`config.mk`:
```
export PLATFORM = sky130hd
export DESIGN_NAME = frame_reader_vga
export DESIGN_NICKNAME = d
export VERILOG_FILES = /design/src/rtl/frame_reader_vga.sv
export SDC_FILE = /design/constraint.sdc
export NUM_CORES = 1
export LEC_CHECK = 0
export CAP_MARGIN = 0
export CORE_MARGIN = 2
export CORE_UTILIZATION = 45
export DETAILED_ROUTE_END_ITERATION = 8
export MAX_ROUTING_LAYER = met4
export PLACE_DENSITY = 0.68
export SETUP_SLACK_MARGIN = 0.1
export SYNTH_ARGS = -nofsm -noshare
export SYNTH_HDL_FRONTEND = slang
export SYNTH_SLANG_ARGS = --single-unit
```
`constraint.sdc`:
```
create_clock -name clk -period 2.3 [get_ports clk]
set_input_delay 0.23 -clock clk [delete_from_list [all_inputs] [get_ports clk]]
set_output_delay 0.23 -clock clk [all_outputs]
set_load 0.02 [all_outputs]
```
`src/rtl/frame_reader_vga.sv`:
```
// VGA read-side client of the frame buffer: timing, read addressing and 2-clock pixel alignment.
// Define SCALE2X_EN to show each stored pixel as a 2x2 block (image region 2*IMG_W x 2*IMG_H).
module frame_reader_vga #(
  parameter int          AW       = 15,
  parameter int          DW       = 16,
  parameter int          IMG_W    = 160,
  parameter int          IMG_H    = 120,
  parameter int          H_ACTIVE = 640,
  parameter int          H_FP     = 16,
  parameter int          H_SYNC   = 96,
  parameter int          H_BP     = 48,
  parameter int          V_ACTIVE = 480,
  parameter int          V_FP     = 10,
  parameter int          V_SYNC   = 2,
  parameter int          V_BP     = 33,
  parameter logic [11:0] BG_COLOR = 12'h000
) (
  input  logic          clk,
  input  logic          rst,
  output logic [AW-1:0] mem_addr,
  output logic          mem_rd,
  input  logic [DW-1:0] mem_data,
  output logic          vga_hsync,
  output logic          vga_vsync,
  output logic [3:0]    vga_r,
  output logic [3:0]    vga_g,
  output logic [3:0]    vga_b,
  output logic          frame_start
);

  localparam int H_TOTAL = H_ACTIVE + H_FP + H_SYNC + H_BP;
  localparam int V_TOTAL = V_ACTIVE + V_FP + V_SYNC + V_BP;
  localparam int HW      = $clog2(H_TOTAL);
  localparam int VW      = $clog2(V_TOTAL);

`ifdef SCALE2X_EN
  localparam int IMG_RW = 2 * IMG_W;
  localparam int IMG_RH = 2 * IMG_H;
  localparam logic [HW-1:0] H_IMG_LAST = HW'(IMG_RW - 1);
`else
  localparam int IMG_RW = IMG_W;
  localparam int IMG_RH = IMG_H;
`endif

  localparam logic [HW-1:0] H_LAST = HW'(H_TOTAL - 1);
  localparam logic [HW-1:0] H_ACT  = HW'(H_ACTIVE);
  localparam logic [HW-1:0] H_IMG  = HW'(IMG_RW);
  localparam logic [HW-1:0] HS_BEG = HW'(H_ACTIVE + H_FP);
  localparam logic [HW-1:0] HS_END = HW'(H_ACTIVE + H_FP + H_SYNC);
  localparam logic [VW-1:0] V_LAST = VW'(V_TOTAL - 1);
  localparam logic [VW-1:0] V_ACT  = VW'(V_ACTIVE);
  localparam logic [VW-1:0] V_IMG  = VW'(IMG_RH);
  localparam logic [VW-1:0] VS_BEG = VW'(V_ACTIVE + V_FP);
  localparam logic [VW-1:0] VS_END = VW'(V_ACTIVE + V_FP + V_SYNC);

  // Stage 0: raster position and the read pointer
  logic [HW-1:0] hcnt;
  logic [VW-1:0] vcnt;
  logic [AW-1:0] pix_addr;
  logic          de0, img0, hs0, vs0, first0;
  logic          h_wrap, frame_wrap;

  // Stage 1: flags travelling alongside the read latency of the buffer
  logic de1, img1, hs1, vs1, first1;

  // Only the RGB444 bits of each word reach the pins
  logic unused_mem_bits;
  assign unused_mem_bits = ^mem_data;

  always_comb begin
    h_wrap     = (hcnt == H_LAST);
    frame_wrap = h_wrap && (vcnt == V_LAST);
    de0        = (hcnt < H_ACT) && (vcnt < V_ACT);
    img0       = (hcnt < H_IMG) && (vcnt < V_IMG);
    hs0        = !((hcnt >= HS_BEG) && (hcnt < HS_END));
    vs0        = !((vcnt >= VS_BEG) && (vcnt < VS_END));
    first0     = (hcnt == '0) && (vcnt == '0);
  end

  // Gating with rst keeps the buffer idle while the counters are held at (0,0)
  assign mem_rd   = img0 && !rst;
  assign mem_addr = pix_addr;

  always_ff @(posedge clk) begin
    if (rst) begin
      hcnt <= '0;
      vcnt <= '0;
    end else if (h_wrap) begin
      hcnt <= '0;
      vcnt <= (vcnt == V_LAST) ? '0 : vcnt + VW'(1);
    end else begin
      hcnt <= hcnt + HW'(1);
    end
  end

`ifdef SCALE2X_EN
  // line_base marks the first word of the current source line; even output
  // lines rewind to it so every source line is shown twice.
  logic [AW-1:0] line_base;

  always_ff @(posedge clk) begin
    if (rst || frame_wrap) begin
      pix_addr  <= '0;
      line_base <= '0;
    end else if (img0) begin
      if (hcnt == H_IMG_LAST && !vcnt[0]) begin
        pix_addr <= line_base;
      end else if (hcnt[0]) begin
        pix_addr <= pix_addr + AW'(1);
      end
      if (hcnt == H_IMG_LAST && vcnt[0]) begin
        line_base <= line_base + AW'(IMG_W);
      end
    end
  end
`else
  // Image pixels are visited in raster order, so a running count is the address
  always_ff @(posedge clk) begin
    if (rst || frame_wrap) begin
      pix_addr <= '0;
    end else if (img0) begin
      pix_addr <= pix_addr + AW'(1);
    end
  end
`endif

  always_ff @(posedge clk) begin
    if (rst) begin
      de1         <= 1'b0;
      img1        <= 1'b0;
      hs1         <= 1'b1;
      vs1         <= 1'b1;
      first1      <= 1'b0;
      vga_hsync   <= 1'b1;
      vga_vsync   <= 1'b1;
      vga_r       <= 4'h0;
      vga_g       <= 4'h0;
      vga_b       <= 4'h0;
      frame_start <= 1'b0;
    end else begin
      de1         <= de0;
      img1        <= img0;
      hs1         <= hs0;
      vs1         <= vs0;
      first1      <= first0;
      vga_hsync   <= hs1;
      vga_vsync   <= vs1;
      frame_start <= first1;
      if (img1) begin
        vga_r <= mem_data[15:12];
        vga_g <= mem_data[10:7];
        vga_b <= mem_data[4:1];
      end else if (de1) begin
        {vga_r, vga_g, vga_b} <= BG_COLOR;
      end else begin
        {vga_r, vga_g, vga_b} <= 12'h000;
      end
    end
  end

endmodule

```
==> results.tsv <==
stage	metric	value	unit
clock_tree	root_buffer	clkbuf_8	
synthesis	syn_avg_cell_area	9.04	um2
critical_path	critPathKind	register to output pin	
pwr	peakVddDrop	0.292	mV
critical_path	cp-end-kind	output pin	
clock_tree	clock_sinks	54	
die	die_w	76.1	um
clock_tree	cts_setup_buffers	0	
clock_tree	post_cts_resize_count	1	
routing	vias	2010	
timing	hold_slack	0.416	ns
synthesis	syn-cell-area	2340	um2
synthesis	ys.flop_type	dfxtp_1	
clock_tree	ctsHoldBuffers	0	
pwr	p_leak	0.993	nW
place	dp_hpwl	3450	um
global_routing	grt_pass1_wl	8540	um
routing	wl	4830	um
clock_tree	h-tree-depth	2	
clock_tree	clock_latency	0.31	ns
critical_path	startpoint_type	register	
synthesis	ys_seq_area_frac	0.462	
clock_tree	clockBufferDepth	2	
place	gp_congestion	0.835	
cells_and_area	syn_to_final_growth	26.4	%
cells_and_area	antenna_cells	0	
global_routing	grt.overflow.total	0	
clock_tree	cts_inserted_buffers	5	
die	boundaryPins	49	
timing	timing.final.hold_violations	0	
routing	post-route-drc-count	0	
timing	setup-tns-final	0	ns
die	core	5070	um2
routing	wl_per_cell	13.0	um
cells_and_area	final_cell_mix	dfxtp_1, clkdlybuf4s50_1, nor2_1	
flow_run	cap_violations	0	
cells_and_area	final_common_cell	dfxtp_1	
cells_and_area	nNetsFinal	325	
clock_tree	cts.clk_slew.worst_paths	0.10	ns
clock_tree	cts_tree	done	
place	io_buffers	44	
synthesis	synthCells	259	
cells_and_area	fillers	480	
synthesis	async_flop_share	0	
synthesis	synth-seq-cells	54	
cells_and_area	layout-drive-gt1-share	0.0726	
routing	vias_per_cell	5.39	
synthesis	syn_nets	282	
timing	setup-violations-final	0	
critical_path	cp_max_fo	9	
timing	post-route-min-period	1.97	ns
critical_path	cp.required	2.07	ns
global_routing	antenna_found_initial	0	
timing	rsz0062_at_grt	false	
die	die_h	76.1	um
global_routing	grt_use_total	0.183	
die	num_rows	26	
synthesis	synth_enable_flop_cells	0	
routing	drtIter0Drc	124	
die	dieArea	5800	um2
status	status	finished, final reports clean	
timing	slew_headroom	0.637	
cells_and_area	multi_input_area	1170	um2
timing	min_period_over_period	0.857	
routing	dr.pass1.iters	5	
timing	finClkSkew	0.0119	ns
synthesis	synth.distinct_cells	37	
min_path	hold_path.class	register to register	
critical_path	arrival	1.74	ns
global_routing	grt_pass1_vias	1837	
timing	worstMarginPinSlew	0.543	ns
global_routing	grt_max_degree	21	
die	start_util	0.461	
timing	finalMaxSlewViolations	0	
cells_and_area	regArea	1080	um2
pwr	power_density	587	nW/um2
synthesis	synth_warnings	0	
timing	fmax	507	MHz
routing	ant_nets	0	
worst max-delay path, cell delays in order, from the launching register on:
cell and delay (ns):
dfxtp_1 0.51, nand4_1 0.32, nand4_1 0.22, nor2_1 0.07, dlygate4sd2_1 0.32
Yosys cell counts (all sizes together) (7+ instances only):
library cell  count  area [um2]
dfxtp            54        1080
nor2             23        86.3
a21oi            20         100
nand2            18        67.6
nand4            16         100
o31ai            14         105
and2             13        81.3
nand3            13        75.1
or4              12        90.1
xnor2             9        78.8
clkbuf            8        31.3
inv               7        26.3
state kept, by name, summed over array words and instances, names as in the netlist:
name and count:
vga_b 4, vga_vsync 1, mem_addr 15, vga_r 4, vcnt 10, hcnt 10, hs1 1, img1 1
vga_g 4, vs1 1, vga_hsync 1, frame_start 1, first1 1
kinds of logic after synthesis:
group | after synthesis | synth area share
simple gates | 126 | 0.316
flops | 54 | 0.462
compound gates | 41 | 0.109
buf+inv | 20 | 0.0379
xor+xnor | 13 | 0.0486
fa+ha+maj | 5 | 0.0267
report_power, final:
group / switching (W) / internal [W] / total [W]
Clock: 0.000312 / 0.000330 / 0.000642
Sequential: 0.0000135 / 0.000955 / 0.000969
Combinational: 0.0000595 / 0.0000660 / 0.000125
layout make-up:
cell class / count / share of cell area
inverter: 7 / 0.00888
clock buffer: 5 / 0.0233
multi-input combinational: 185 / 0.396
timing repair buffer: 49 / 0.161
tap: 70 / 0.0296
clock inverter: 3 / 0.0161
sequential: 54 / 0.365
final timing paths:
kind / start / to / slack [ns] / cells past startpoint
worst max-delay path: vcnt[3]$_SDFFE_PP0N_ / mem_rd / 0.33 / 4
worst min register to register: vs1$_SDFF_PP1_ / vga_vsync$_SDFF_PP1_ / 0.42 / 1
worst min-delay path: vs1$_SDFF_PP1_ / vga_vsync$_SDFF_PP1_ / 0.42 / 1
worst max register to register: vcnt[9]$_SDFFE_PP0N_ / mem_addr[4]$_SDFFE_PP0P_ / 0.34 / 4
layer usage:
| metal | up-vias | track usage | part of all wire |
|---|---|---|---|
| met2 | 49 | 0.289 | 0.47 |
| met3 | 6 | 0.0355 | 0.050 |
| met1 | 929 | 0.240 | 0.47 |
| met4 | 0 | 0.0545 | 0.012 |
| met5 | - | - | 0 |
| li1 | 1026 | - | - |
metrics by stage:
stage / total power, W / util / instance area [um2] / setup slack [ns] / cells
2_1_floorplan: 0.00105 / - / 2340 / 0.580 / 259
5_1_grt: 0.00181 / 0.583 / 2960 / 0.129 / 373
6_report: 0.00174 / 0.583 / 2960 / 0.329 / 373
3_5_place_dp: 0.00112 / 0.560 / 2840 / 0.354 / 365
3_3_place_gp: 0.00112 / 0.560 / 2840 / 0.405 / 365
4_1_cts: 0.00176 / 0.583 / 2960 / 0.316 / 373
Note: power is estimated with default switching activity, not from simulation.
